==> src/rtl/crono_multicanal_pkg.sv <==
// Shared definitions for the multi-channel BCD countdown timer: FSM states,
// cursor and button codes, and BCD field arithmetic.
package crono_multicanal_pkg;

    typedef enum logic [1:0] {
        ST_IDLE   = 2'd0,
        ST_RUN    = 2'd1,
        ST_ALARMA = 2'd2
    } canal_st_e;

    localparam logic [1:0] CUR_SEG  = 2'd0;
    localparam logic [1:0] CUR_MIN  = 2'd1;
    localparam logic [1:0] CUR_HORA = 2'd2;

    localparam int BOT_UP   = 3;
    localparam int BOT_DOWN = 2;
    localparam int BOT_PREV = 1;
    localparam int BOT_NEXT = 0;

    localparam int SEL_EDIT_DEF = 2;
    localparam int SEL_RUN_DEF  = 8;

    localparam logic [7:0] MAX_MIN_SEG = 8'd59;

    function automatic logic [7:0] bcd_a_bin(input logic [7:0] f);
        return ({4'd0, f[7:4]} * 8'd10) + {4'd0, f[3:0]};
    endfunction

    function automatic logic [7:0] bin_a_bcd(input logic [7:0] b);
        logic [7:0] t;
        logic [7:0] u;
        t = b / 8'd10;
        u = b - (t * 8'd10);
        return (t << 4) | u;
    endfunction

    // One step up or down on a two-digit BCD field, wrapping between 0 and maxv.
    function automatic logic [7:0] campo_paso(input logic [7:0] f, input logic [7:0] maxv,
                                              input logic subir);
        logic [7:0] b;
        logic [7:0] nb;
        b = bcd_a_bin(f);
        if (subir) nb = (b >= maxv) ? 8'd0 : b + 8'd1;
        else       nb = (b == 8'd0) ? maxv : b - 8'd1;
        return bin_a_bcd(nb);
    endfunction

endpackage

==> src/rtl/crono_multicanal_canal.sv <==
// One timer channel: preset register, live count, IDLE/RUN/ALARMA FSM and
// BCD countdown with borrow ss -> mm -> hh.
module crono_multicanal_canal
    import crono_multicanal_pkg::*;
#(
    parameter int HORA_MAX     = 23,
    parameter int MODO_REPETIR = 0
) (
    input  logic        reloj,
    input  logic        resetM,
    input  logic        tick_i,
    input  logic        run_i,
    input  logic        ack_i,
    input  logic        wr_i,
    input  logic [23:0] wr_dato_i,
    output logic [23:0] preset_o,
    output logic [23:0] cuenta_o,
    output logic        flag_o
);

    canal_st_e   estado_q, estado_d;
    logic [23:0] preset_q, preset_d;
    logic [23:0] cuenta_q, cuenta_d;
    logic [23:0] cuenta_dec;
    logic        flag_q, flag_d;

    assign cuenta_dec = {
        (cuenta_q[15:0] == 16'h0000) ? campo_paso(cuenta_q[23:16], 8'(HORA_MAX), 1'b0)
                                     : cuenta_q[23:16],
        (cuenta_q[7:0] == 8'h00) ? campo_paso(cuenta_q[15:8], MAX_MIN_SEG, 1'b0)
                                 : cuenta_q[15:8],
        campo_paso(cuenta_q[7:0], MAX_MIN_SEG, 1'b0)
    };

    always_comb begin
        estado_d = estado_q;
        preset_d = wr_i ? wr_dato_i : preset_q;
        cuenta_d = cuenta_q;
        flag_d   = flag_q & ~ack_i;
        case (estado_q)
            ST_IDLE: begin
                cuenta_d = preset_q;
                if (run_i && (preset_q != 24'h0)) estado_d = ST_RUN;
            end
            ST_RUN: begin
                // An acknowledge in the same cycle as a tick swallows that tick.
                if (!ack_i && tick_i && run_i) begin
                    if (cuenta_dec == 24'h0) begin
                        flag_d = 1'b1;
                        if ((MODO_REPETIR != 0) && (preset_q != 24'h0)) begin
                            cuenta_d = preset_q;
                        end else begin
                            cuenta_d = 24'h0;
                            estado_d = ST_ALARMA;
                        end
                    end else begin
                        cuenta_d = cuenta_dec;
                    end
                end
            end
            ST_ALARMA: begin
                cuenta_d = 24'h0;
                if (ack_i) begin
                    estado_d = ST_IDLE;
                    cuenta_d = preset_q;
                end
            end
            default: estado_d = ST_IDLE;
        endcase
    end

    always_ff @(posedge reloj or negedge resetM) begin
        if (!resetM) begin
            estado_q <= ST_IDLE;
            preset_q <= 24'h0;
            cuenta_q <= 24'h0;
            flag_q   <= 1'b0;
        end else begin
            estado_q <= estado_d;
            preset_q <= preset_d;
            cuenta_q <= cuenta_d;
            flag_q   <= flag_d;
        end
    end

    assign preset_o = preset_q;
    assign cuenta_o = cuenta_q;
    assign flag_o   = flag_q;

endmodule

==> src/rtl/crono_multicanal.sv <==
// N-channel BCD hh:mm:ss countdown timer: button edge detection, field cursor,
// preset editing of the selected channel and registered display mux.
module crono_multicanal
    import crono_multicanal_pkg::*;
#(
    parameter int N_CANALES    = 2,
    parameter int HORA_MAX     = 23,
    parameter int MODO_REPETIR = 0,
    parameter int SEL_EDIT     = SEL_EDIT_DEF,
    parameter int SEL_RUN      = SEL_RUN_DEF,
    localparam int SEL_W       = (N_CANALES > 1) ? $clog2(N_CANALES) : 1
) (
    input  logic                 reloj,
    input  logic                 resetM,
    input  logic                 tick_1hz,
    input  logic [3:0]           Selec_Demux_DD,
    input  logic [3:0]           IN_bot_cr,
    input  logic [SEL_W-1:0]     canal_sel,
    input  logic                 A_A,
    input  logic                 READ,
    output logic [23:0]          alarma,
    output logic [23:0]          com_alarma,
    output logic [N_CANALES-1:0] bit_alarma,
    output logic [1:0]           Contador_pos_cr
);

    logic [3:0]  bot_prev_q;
    logic        aa_prev_q;
    logic [1:0]  cursor_q, cursor_d;
    logic [23:0] alarma_q, com_q;
    logic [3:0]  bot_flanco;
    logic        aa_flanco, edit_en, run_en;
    logic        subir, bajar, sig, ant, campo_wr;
    logic [23:0] preset_arr [N_CANALES];
    logic [23:0] cuenta_arr [N_CANALES];
    logic [23:0] preset_sel, cuenta_sel, wr_dato;
    logic [7:0]  campo, campo_max, campo_nuevo;

    assign bot_flanco = IN_bot_cr & ~bot_prev_q;
    assign aa_flanco  = A_A & ~aa_prev_q;
    assign edit_en    = (Selec_Demux_DD == 4'(SEL_EDIT)) && READ;
    assign run_en     = (Selec_Demux_DD == 4'(SEL_RUN));

    // Only the highest-priority button edge acts: up > down > next > prev.
    assign subir = edit_en & bot_flanco[BOT_UP];
    assign bajar = edit_en & ~bot_flanco[BOT_UP] & bot_flanco[BOT_DOWN];
    assign sig   = edit_en & ~bot_flanco[BOT_UP] & ~bot_flanco[BOT_DOWN] & bot_flanco[BOT_NEXT];
    assign ant   = edit_en & ~bot_flanco[BOT_UP] & ~bot_flanco[BOT_DOWN] & ~bot_flanco[BOT_NEXT]
                 & bot_flanco[BOT_PREV];
    assign campo_wr = subir | bajar;

    // An out-of-range canal_sel matches no channel, so it reads as zero.
    always_comb begin
        preset_sel = 24'h0;
        cuenta_sel = 24'h0;
        for (int i = 0; i < N_CANALES; i++) begin
            if (int'(canal_sel) == i) begin
                preset_sel = preset_arr[i];
                cuenta_sel = cuenta_arr[i];
            end
        end
    end

    always_comb begin
        campo     = preset_sel[7:0];
        campo_max = MAX_MIN_SEG;
        if (cursor_q == CUR_MIN) begin
            campo = preset_sel[15:8];
        end else if (cursor_q == CUR_HORA) begin
            campo     = preset_sel[23:16];
            campo_max = 8'(HORA_MAX);
        end
        campo_nuevo = campo_paso(campo, campo_max, subir);
        wr_dato = preset_sel;
        if (cursor_q == CUR_MIN)       wr_dato[15:8]  = campo_nuevo;
        else if (cursor_q == CUR_HORA) wr_dato[23:16] = campo_nuevo;
        else                           wr_dato[7:0]   = campo_nuevo;
    end

    always_comb begin
        cursor_d = cursor_q;
        if (sig)      cursor_d = (cursor_q == CUR_HORA) ? CUR_SEG : cursor_q + 2'd1;
        else if (ant) cursor_d = (cursor_q == CUR_SEG) ? CUR_HORA : cursor_q - 2'd1;
    end

    always_ff @(posedge reloj or negedge resetM) begin
        if (!resetM) begin
            bot_prev_q <= 4'h0;
            aa_prev_q  <= 1'b0;
            cursor_q   <= CUR_SEG;
            alarma_q   <= 24'h0;
            com_q      <= 24'h0;
        end else begin
            bot_prev_q <= IN_bot_cr;
            aa_prev_q  <= A_A;
            cursor_q   <= cursor_d;
            alarma_q   <= cuenta_sel;
            com_q      <= preset_sel;
        end
    end

    for (genvar gi = 0; gi < N_CANALES; gi++) begin : g_canal
        crono_multicanal_canal #(
            .HORA_MAX     (HORA_MAX),
            .MODO_REPETIR (MODO_REPETIR)
        ) u_canal (
            .reloj     (reloj),
            .resetM    (resetM),
            .tick_i    (tick_1hz),
            .run_i     (run_en),
            .ack_i     (aa_flanco),
            .wr_i      (campo_wr && (int'(canal_sel) == gi)),
            .wr_dato_i (wr_dato),
            .preset_o  (preset_arr[gi]),
            .cuenta_o  (cuenta_arr[gi]),
            .flag_o    (bit_alarma[gi])
        );
    end

    assign alarma          = alarma_q;
    assign com_alarma      = com_q;
    assign Contador_pos_cr = cursor_q;

endmodule

==> config.mk <==
export PLATFORM = sky130hd
export DESIGN_NAME = crono_multicanal
export DESIGN_NICKNAME = d
export VERILOG_FILES = /design/src/rtl/crono_multicanal_pkg.sv /design/src/rtl/crono_multicanal_canal.sv /design/src/rtl/crono_multicanal.sv
export SDC_FILE = /design/constraint.sdc
export NUM_CORES = 1
export LEC_CHECK = 0
export ABC_AREA = 1
export BUFFER_PORTS_ARGS = -buffer_cell sky130_fd_sc_hd__clkbuf_2
export CAP_MARGIN = 20
export CORE_ASPECT_RATIO = 1.4
export CORE_UTILIZATION = 55
export CTS_CLUSTER_SIZE = 20
export DETAILED_ROUTE_END_ITERATION = 10
export PLACE_DENSITY = 0.79
export SLEW_MARGIN = 0
export SYNTH_ARGS = -nofsm -noshare
export SYNTH_HDL_FRONTEND = slang
export SYNTH_SLANG_ARGS = --single-unit
==> constraint.sdc <==
create_clock -name reloj -period 11 [get_ports reloj]
set_clock_uncertainty 0.05 [all_clocks]
set_input_delay 2.75 -clock reloj [delete_from_list [all_inputs] [get_ports reloj]]
set_output_delay 2.75 -clock reloj [all_outputs]
set_load 0.01 [all_outputs]
# Yosys cells after proc, flatten, opt, wreduce, memory -nomap -nowiden
# Index checks and enable logic that the tools add are counted.
[word_totals]
ff_bits = 157
latch_bits = 0
ram_bits = 0
rom_bits = 0
wordCells = 185
mem_count = 0
[classes]
add_sub_neg = 24
mul = 14
div_mod_pow = 7
magnitude_cmp = 1
eq_ne = 16
n_shift = 0
n_mux = 51
n_bitwise = 26
n_reduce_logical = 33
[op_table]
columns = ["op", "count"]
rows = [
  ["$mux 24", 8],
  ["$mux 8", 20],
  ["$pmux 24 s3", 2],
  ["$logic_not 8->1", 9],
  ["$add 8x4->8", 7],
  ["$div 8x4->8 const B", 7],
  ["$mul 8x3->7 const B", 7],
  ["$or 8x8->8", 7],
  ["$sub 8x1->8 const B", 7],
  ["$sub 8x8->8", 7],
  ["$mul 4x3->7 const B", 7],
  ["$logic_not 24->1", 2],
  ["$reduce_bool 24->1", 2],
  ["$logic_not 16->1", 2],
  ["$mux 2", 11],
  ["$ne 2x1->1 const B", 7],
  ["$mux 6", 2],
  ["$pmux 2 s3", 2],
  ["$and 1x1->1", 10],
  ["$add 8x1->8 const B", 1],
  ["$ge 8x8->1", 1],
  ["$reduce_and 4->1", 2],
  ["$logic_and 1x1->1", 7],
  ["$eq 2x1->1 const B", 3],
  ["16 further kinds", 32],
]

# Longest topological paths before layout
# Gate-level depths: netlist of the first run.
[depth]
depth_word = 14
depth_mapped = 60
depth_no_buf = 60

# Modules after synthesis
# A second synthesis of the first run with hierarchy kept.
[hier_totals]
cells_unflattened = 2478
area_unflattened_um2 = 17156.5
[by_module_without_submodules]
columns = ["mod", "n_inst", "cells_each", "area_each_um2"]
rows = [
  ["crono_multicanal_canal at g_canal[1].u_canal", 1, 944, 6449.9],
  ["crono_multicanal_canal at g_canal[0].u_canal", 1, 923, 6433.7],
  ["crono_multicanal", 1, 611, 4272.8],
]

# Worst setup path after synthesis of the first run
# Ideal clock, no wire load.
[synth_path]
path_kind = "input to register"
startpoint = "input port canal_sel"
endpoint = "register g_canal[0].u_canal.preset_q[7]"
arrival_ns = 9.860
required_ns = 10.819
setup_slack_ns = 0.959
stages = 49
path_buffers = 3
cell_sequence = "buf_6 -> clkbuf_1 -> clkbuf_1 -> o21ai_0 -> nand2_1 -> o221ai_1 -> ha_1 -> ha_1 -> fa_1 -> inv_1 -> xor2_1 -> inv_1 -> ha_1 -> inv_1 -> a211oi_1 -> or2_2 -> nor2_4 -> nand3_2 -> [... 13 more ...] -> and2_1 -> nor2_1 -> a21oi_4 -> nand2_1 -> ha_1 -> ha_1 -> inv_1 -> fa_1 -> ha_1 -> inv_1 -> o21ai_0 -> a21oi_1 -> xnor2_1 -> inv_1 -> nor2_1 -> o21ai_0 -> nand2_1 -> o21ai_0"
[synth_between]
word_cells_on_any_way = 20
cone_classes = "add/sub: 4; mul: 2; div: 1; order compare: 1; mux: 8; bitwise: 2; reduce/logical: 2"
[synth_lines]
columns = ["item", "line", "source"]
rows = [
  ["start: declaration", "crono_multicanal.sv:18", "input logic [SEL_W-1:0] canal_sel,"],
  ["$mux 24 (*)", "crono_multicanal.sv:57", "if (int'(canal_sel) == i) begin"],
  ["via preset_sel[13]", "crono_multicanal.sv:36", "logic [23:0] preset_sel, cuenta_sel, wr_dato;"],
  ["$mux 8 (*)", "crono_multicanal.sv:67", "if (cursor_q == CUR_MIN) begin"],
  ["$mul 4x3->7 (*)", "crono_multicanal_pkg.sv:26", "return ({4'd0, f[7:4]} * 8'd10) + {4'd0, f[3:0]};"],
  ["$add 8x4->8 (*)", "crono_multicanal_pkg.sv:26", ""],
  ["$sub 8x1->8 (tied with other cells)", "crono_multicanal_pkg.sv:44", "else nb = (b == 8'd0) ? maxv : b - 8'd1;"],
  ["$mux 8 (on tied branches)", "crono_multicanal_pkg.sv:44, crono_multicanal_pkg.sv:43", ""],
  ["$mux 8 (*)", "crono_multicanal_pkg.sv:43", "if (subir) nb = (b >= maxv) ? 8'd0 : b + 8'd1;"],
  ["$div 8x4->8", "crono_multicanal_pkg.sv:32", "t = b / 8'd10;"],
  ["$mul 8x3->7", "crono_multicanal_pkg.sv:33", "u = b - (t * 8'd10);"],
  ["$sub 8x8->8", "crono_multicanal_pkg.sv:33", ""],
  ["$or 8x8->8 (*)", "crono_multicanal_pkg.sv:34", "return (t << 4) | u;"],
  ["$mux 8 (*)", "crono_multicanal.sv:76", "else if (cursor_q == CUR_HORA) wr_dato[23:16] = campo_nuevo;"],
  ["$mux 8 (*)", "crono_multicanal.sv:75", "if (cursor_q == CUR_MIN) wr_dato[15:8] = campo_nuevo;"],
  ["end signal: assignment", "crono_multicanal_canal.sv:80", "preset_q <= preset_d;"],
  ["end: declaration", "crono_multicanal_canal.sv:22", "logic [23:0] preset_q, preset_d;"],
]
# Mark *: on every way through the listed nets, which the timed path passes. The rest lies on a longest branch.
# A chain may end at the register's enable or synchronous reset.

# Worst setup path after layout of the first run
[layout_path]
startpoint = "input port canal_sel"
endpoint = "register g_canal[1].u_canal.preset_q[15]"
[layout_between]
elab_chain_len = 13
word_cells_on_any_way = 18
cone_classes = "add/sub: 4; mul: 2; div: 1; order compare: 1; mux: 7; bitwise: 1; reduce/logical: 2"
[layout_rtl]
columns = ["item", "line", "source"]
rows = [
  ["$mux 24", "crono_multicanal.sv:57", ""],
  ["$mux 8", "crono_multicanal.sv:69", "end else if (cursor_q == CUR_HORA) begin"],
  ["$mux 8", "crono_multicanal.sv:67", ""],
  ["$mul 4x3->7", "crono_multicanal_pkg.sv:26", ""],
  ["$add 8x4->8", "crono_multicanal_pkg.sv:26", ""],
  ["$sub 8x1->8 (tied with other cells)", "crono_multicanal_pkg.sv:44", ""],
  ["$mux 8 (on tied branches)", "crono_multicanal_pkg.sv:44, crono_multicanal_pkg.sv:43", ""],
  ["$mux 8", "crono_multicanal_pkg.sv:43", ""],
  ["$div 8x4->8", "crono_multicanal_pkg.sv:32", ""],
  ["$mul 8x3->7", "crono_multicanal_pkg.sv:33", ""],
  ["$sub 8x8->8", "crono_multicanal_pkg.sv:33", ""],
  ["$or 8x8->8", "crono_multicanal_pkg.sv:34", ""],
  ["$mux 8", "crono_multicanal.sv:75", ""],
  ["end signal: assignment", "crono_multicanal_canal.sv:80", ""],
  ["end: declaration", "crono_multicanal_canal.sv:22", ""],
]
# Several ways; a longest one is shown, not always the timed one.

==> results.md, run 1 <==
- Std-Cell Core Area: 29,300 um2
- Placed cells: roughly 2,800
- Max_slew headroom: 40.5%
- Nets: between 2,000 and 3,000
- Global Route Usage Sum: 31.4%
- Post-synth net total: between 2,000 and 3,000
- Via density: 5.76
- First-pass GRT wire length: 76,400 um
- Setup TNS: 0 ns
- CTS H-tree depth: 4
- Worst path required time: 11.22 ns
- CTS tree: built
- I/O Buffers: 65
- Combinational family with the most area after synthesis: simple AND/OR/NAND/NOR gates
- CTS max path bufs: 2
- Final Max Slew Viols: 0
- Overflow after GRT: 0
- Hold slack: 0.461 ns
- Skew-Pair Late Insertion Delay: 0.43 ns
- Critical path peak fanout: 14
- Io pins: 66
- Routed wire per std cell: between 15 and 20 um
- Setup-failing EPs final: 0
- Area Overhead vs Synth: 8.38%
- Post-CTS resize count: 0
- Postcts setup bufs: 0
- Mux contribution to synthesized area: 0%
- Area of the mapped netlist: 16,400 um2
- Fin cells: 2,854
- Drt pass-1 iters: 6
- Status: completed
- Startpoint Class: primary input
- DRC Markers: 0
- Clock sinks: between 150 and 200
- Fraction of layout cells with a size suffix above 1: 10.5%
- Fillers: about 2,600
- Row cnt: 74
- Sequential area share after synthesis: about a quarter
- Initial antenna violation count: 0
- Vias in the first global route: 15,847
- Synth cell types: 53
- CP max-delay cell: fa_1
- Crit Path Category: primary input to flip-flop
- Ant. Diodes: 0
- WP data arrival: 10.72 ns
- Bufs and invs on worst path: 10
- CP delay by family, top: adder cells
- Hold WC Path Type: flip-flop to flip-flop
- DP Wirelength: 37,200 um
- Die area: about 30,000 um2
- Slowest Stage Delay on Critical Path: between 0.4 and 0.5 ns
- Clock tree root buffer cell: clkbuf_16
- RSZ-0062 raised after global routing: no
- Hold-fix buffers, CTS: 0
- Die X: between 100 and 150 um
- Synth Area in XOR/XNOR: 3.89%
- Largest net degree at the start of global routing: 94
- Tcrit/Tclk final: between 90% and 100%
- Setup WS post-layout: 0.501 ns
- Syn. warnings: 0
- Worst slew pin tran: 0.893 ns
- CTS buffer count: 17
- RePlAce Congestion: about 1
- Max-Cap Viols: 0
- Die height: 206 um
- Clk pin slew, worst setup/hold paths: about 0.070 ns
- Synthesized instance count: about 2,400
- Place WS: 0.271 ns
- Detail Route Antenna Nets: 0
- Hold Vio Cnt, Final: 0
- Synth Area in Compound Gates: around an eighth
- Starting Density: between 50% and 60%
- Syn Area/Cell: 6.81 um2
- Wirelength, routed: 46,600 um
- Post-synthesis simple-gate area fraction: 32.7%
- Critical Path End Type: flip-flop
- Post-synthesis adder-cell area fraction: 16.3%
- Fmax: 95.2 MHz
- Via count: 16,430
- FF+latch count, synth: 157
- Starting DRT DRC Count: 1,336
- Minimum clock period: roughly 10 ns
- Worst R2R Setup Slack: about 1.6 ns
-- area by class of cell --
cell class,count,area [um2],share of cell area [%]
Clock buffer,20,457,2.57
Tap cell,380,475,2.67
Sequential cell,157,3930,22.1
Multi-Input combinational cell,1827,10900,61.1
Timing Repair Buffer,79,460,2.59
Clock inverter,12,173,0.971
Inverter,379,1420,8.00
-- metal layers --
metal  global-route usage [%]  up-vias  share of wire [%]
met3                     4.02      163                5.8
met5                        0        -                  0
met4                     18.2        0                5.8
met2                     56.7      608                 50
met1                     35.3     7669                 39
li1                         -     7990                  -
-- kinds of logic after synthesis --
logic type / count (synthesis)
flip-flops: 157
XOR/XNOR: 72
adder cells (fa/ha/maj): 197
AND/OR/NAND/NOR: 1171
AO/OA/AOI/OAI: 387
buffers and inverters: 425
-- worst reg2reg max path, delay by kind of cell (launching register included) --
kind | cells | cell delay [ns]
adders and majority gates | 10 | 3.46
and+or+nand+nor | 18 | 2.35
buffers and inverters | 11 | 1.29
AOI/OAI and AO/OA | 8 | 1.27
xor gates and xnor gates | 2 | 0.44
DFF | 1 | 0.40
-- synth_stat cells, drive strengths merged --
cell	instances	share of area (%)
clkbuf	38	0.87
o41ai	2	0.11
clkinv	6	0.14
inv	373	8.5
or2	17	0.65
o22ai	6	0.23
and2	3	0.11
a211oi	1	0.046
nand3	210	7.3
ha	169	13
nor2	145	3.6
fa	28	3.4
a221oi	4	0.21
nand3b	23	1.1
o221ai	5	0.27
a31o	2	0.11
o21bai	3	0.14
a21boi	1	0.046
o211ai	8	0.37
nand4	53	2.1
nor3	9	0.27
dfrtp	157	24
or2b	1	0.046
nand2	700	17
a22oi	34	1.6
nor4	10	0.38
a31oi	5	0.19
a21o	6	0.27
o2111ai	4	0.21
a21oi	115	3.6
o21ai	191	5.9
buf	8	0.31
xnor2	28	1.5
xor2	44	2.3
-- flip-flops by register name (all words and copies together), names as in the netlist, 2 cells and up --
register and flops:
bot_prev_q 4, g_canal.u_canal.flag_o 2, alarma 24, com_alarma 24
g_canal.u_canal.cuenta_o 48, g_canal.u_canal.preset_o 48, Contador_pos_cr 2, g_canal.u_canal.estado_q 4
-- through the flow --
stage	util [%]	area [um2]
final	60.8	17800
after CTS	60.6	17700
after detailed placement	58.5	17100
after floorplan	-	16400
after global routing	60.8	17800
after global placement	58.5	17100
-- final timing paths --
| path | cells after the start | from | to |
|---|---|---|---|
| max in group asynchronous | 2 | resetM | g_canal[1].u_canal.preset_o[16] |
| min in group asynchronous | 1 | resetM | Contador_pos_cr[1] |
| worst min register to register | 2 | g_canal[0].u_canal.estado_q[1] | g_canal[0].u_canal.estado_q[1] |
| worst max-delay path | 48 | canal_sel | g_canal[1].u_canal.preset_o[15] |
| worst min-delay path | 2 | g_canal[0].u_canal.estado_q[1] | g_canal[0].u_canal.estado_q[1] |
| worst max register to register | 49 | Contador_pos_cr[1] | g_canal[1].u_canal.preset_o[15] |
-- cells in the final DEF, fill, tap and decap left out, types with 7 or more instances in the layout --
| master | instances |
|---|---|
| o21ai_0 | 166 |
| inv_2 | 23 |
| fa_1 | 28 |
| nand2_2 | 49 |
| o21ai_1 | 21 |
| clkbuf_16 | 17 |
| nor3_1 | 9 |
| xnor2_1 | 27 |
| nand3_2 | 23 |
| nand2_4 | 7 |
| nand3b_1 | 22 |
| or2_2 | 15 |
| nand2_1 | 644 |
| nand3_1 | 184 |
| nand4_1 | 52 |
| dfrtp_1 | 157 |
| buf_4 | 12 |
| nor2_1 | 129 |
| a22oi_1 | 34 |
| a21oi_1 | 111 |
| nor4_1 | 10 |
| inv_1 | 350 |
| xor2_1 | 44 |
| ha_1 | 169 |
| o211ai_1 | 8 |
| clkbuf_2 | 64 |
| nor2_2 | 13 |
Power of run 1 is left out: the tool's default activity adds up to more than one toggle a clock period on the data nets, which glitch-free logic cannot reach.
==> inputs of run 2 (changes only) <==
- clock period: 11 -> 11.8 ns (I/O delays scaled with it)
==> run 2 against run 1 <==
Against the previous run:
- core utilization down 0.30 points
- sequential cell count stayed put
- worst hold slack lost 0.0074 ns
- critical path depth up 2
- via count is 0.69% lower
- die area did not move
- first-iteration DRC count unchanged
- clock-buffer cell count shrank 1
- wire length shrank 2.5%
- final area shrank 0.49%
- sequential share of layout area rose by 0.11 points
==> results.md, run 2 (synthesized netlist as in run 1, its figures left out) <==
- Setup-failing EPs final: 0 (unchanged)
- CTS max path bufs: 2 (unchanged)
- RePlAce Congestion: 0.984 (-1.3%)
- Status: completed
- Post-CTS resize count: 0 (unchanged)
- Clk pin slew, worst setup/hold paths: 0.07 ns (about the same)
- Via count: 16,316 (-0.69%)
- Drt pass-1 iters: 6 (unchanged)
- Initial antenna violation count: 0 (unchanged)
- Max_slew headroom: 33.0% (-7.5 points)
- Io pins: 66 (unchanged)
- Most common cell after layout, fill and taps aside: nand2_1
- CP delay by family, top: adder cells
- Startpoint Class: primary input
- Ant. Diodes: 0 (unchanged)
- Wirelength, routed: 45,400 um (-2.5%)
- Starting Density: 56.1% (unchanged)
- Final Max Slew Viols: 0 (unchanged)
- Minimum clock period: 10.70 ns
- Nets: 2,669 (-0.11%)
- Via density: 5.72 (-0.59%)
- Clock sinks: 157 (unchanged)
- Hold WC Path Type: flip-flop to flip-flop
- Vias in the first global route: 15,751 (-0.61%)
- Clock tree root buffer cell: clkbuf_16
- Setup TNS: 0 ns (unchanged)
- Critical path peak fanout: 23 (+9)
- Die area: 30,500 um2 (unchanged)
- DP Wirelength: 36,600 um (-1.5%)
- Slowest Stage Delay on Critical Path: 0.48 ns (about the same)
- Skew-Pair Late Insertion Delay: 0.44 ns (about the same)
- Fillers: 2,697 (+1.8%)
- Area Overhead vs Synth: 7.86%
- Row cnt: 74 (unchanged)
- DRC Markers: 0 (unchanged)
- Crit Path Category: primary input to flip-flop
- WP data arrival: 10.92 ns (+0.20 ns)
- I/O Buffers: 65 (unchanged)
- Bufs and invs on worst path: 10 (unchanged)
- Worst path required time: 12.02 ns (+0.80 ns)
- Routed wire per std cell: 15.9 um (-2.4%)
- Starting DRT DRC Count: 1,336 (unchanged)
- Tcrit/Tclk final: 90.7%
- RSZ-0062 raised after global routing: no
- Commonest cells after routing, fill and taps aside: nand2_1, inv_1, nand3_1
- Critical Path End Type: flip-flop
- Detail Route Antenna Nets: 0 (unchanged)
- Fmax: 93.5 MHz
- CTS tree: built
- Worst slew pin tran: 1.01 ns (+0.113 ns)
- Std-Cell Core Area: 29,300 um2 (unchanged)
- First-pass GRT wire length: 74,700 um (-2.2%)
- Die X: 148 um (unchanged)
- Fraction of layout cells with a size suffix above 1: 10.4% (-0.11 points)
- Max-Cap Viols: 0 (unchanged)
- Postcts setup bufs: 0 (unchanged)
- CP max-delay cell: fa_1
- Die height: 206 um (unchanged)
- Hold-fix buffers, CTS: 0 (unchanged)
- Hold Vio Cnt, Final: 0 (unchanged)
- Overflow after GRT: 0 (unchanged)
- Global Route Usage Sum: 30.6% (-0.79 points)
- CTS buffer count: 17 (unchanged)
- CTS H-tree depth: 4 (unchanged)
- Largest net degree at the start of global routing: 82 (-13%)
[run 2: cell types whose count changed in the layout (fill, tap and decap cells not counted)]
cell        before  now
inv_6            4    3
clkinvlp_4       0    4
inv_8            3    4
buf_6            2    1
bufinv_16        3    0
clkinv_8         0    1
buf_4           12   10
clkbuf_8         2    1
clkinv_2         1    0
[run 2: worst paths after layout]
| check | from | to | slack (ns) | cells after the start |
|---|---|---|---|---|
| min in group asynchronous | resetM | com_alarma[2] | 2.47 | 1 |
| max reg2reg | Contador_pos_cr[1] | g_canal[1].u_canal.preset_o[15] | 2.55 | 51 |
| min | g_canal[0].u_canal.estado_q[1] | g_canal[0].u_canal.estado_q[1] | 0.45 | 2 |
| min reg2reg | g_canal[0].u_canal.estado_q[1] | g_canal[0].u_canal.estado_q[1] | 0.45 | 2 |
| max | canal_sel | g_canal[1].u_canal.preset_o[15] | 1.10 | 50 |
| max in group asynchronous | resetM | g_canal[1].u_canal.preset_o[10] | 7.70 | 2 |
[run 2: routing by layer]
layer / global-route usage [%] / wire length (um) / up-vias
met5: 0 / 0 / -
met1: 34.0 / 17400 / 7593
met4: 18.9 / 2800 / 0
met3: 3.73 / 2610 / 157
li1: - / - / 7990
met2: 55.4 / 22600 / 576
[run 2: final cells by class]
class                      count  area (um2)  share of cell area [%]
clock buffer                  19         443                    2.50
clock inverter                13         126                   0.714
inverter                     379        1420                    8.04
multi-input combinational   1827       10900                    61.4
sequential                   157        3930                    22.2
tap                          380         475                    2.69
timing repair buffer          76         434                    2.45
[run 2: stage by stage]
| step | instances | hold WS, ns | area (um2) | setup slack [ns] | utilization, % |
|---|---|---|---|---|---|
| after CTS | 2850 | 0.455 | 17700 | 1.13 | 60.4 |
| after detailed placement | 2818 | 0.440 | 17100 | 0.745 | 58.4 |
| final | 2851 | 0.454 | 17700 | 1.10 | 60.5 |
| after floorplan | 2409 | 0.404 | 16400 | 1.56 | - |
| after global routing | 2851 | 0.480 | 17700 | 0.271 | 60.5 |
| after global placement | 2818 | 0.432 | 17100 | 0.973 | 58.4 |
[run 2: worst reg2reg max path, delay by kind of cell (launching register included)]
| family | cells | cell delay [ns] |
|---|---|---|
| fa+ha+maj | 10 | 3.45 |
| simple gates | 20 | 2.26 |
| compound gates | 8 | 1.29 |
| buf+inv | 11 | 1.25 |
| flops | 1 | 0.40 |
| xor+xnor | 2 | 0.40 |
Power of run 2 is left out for the same reason.
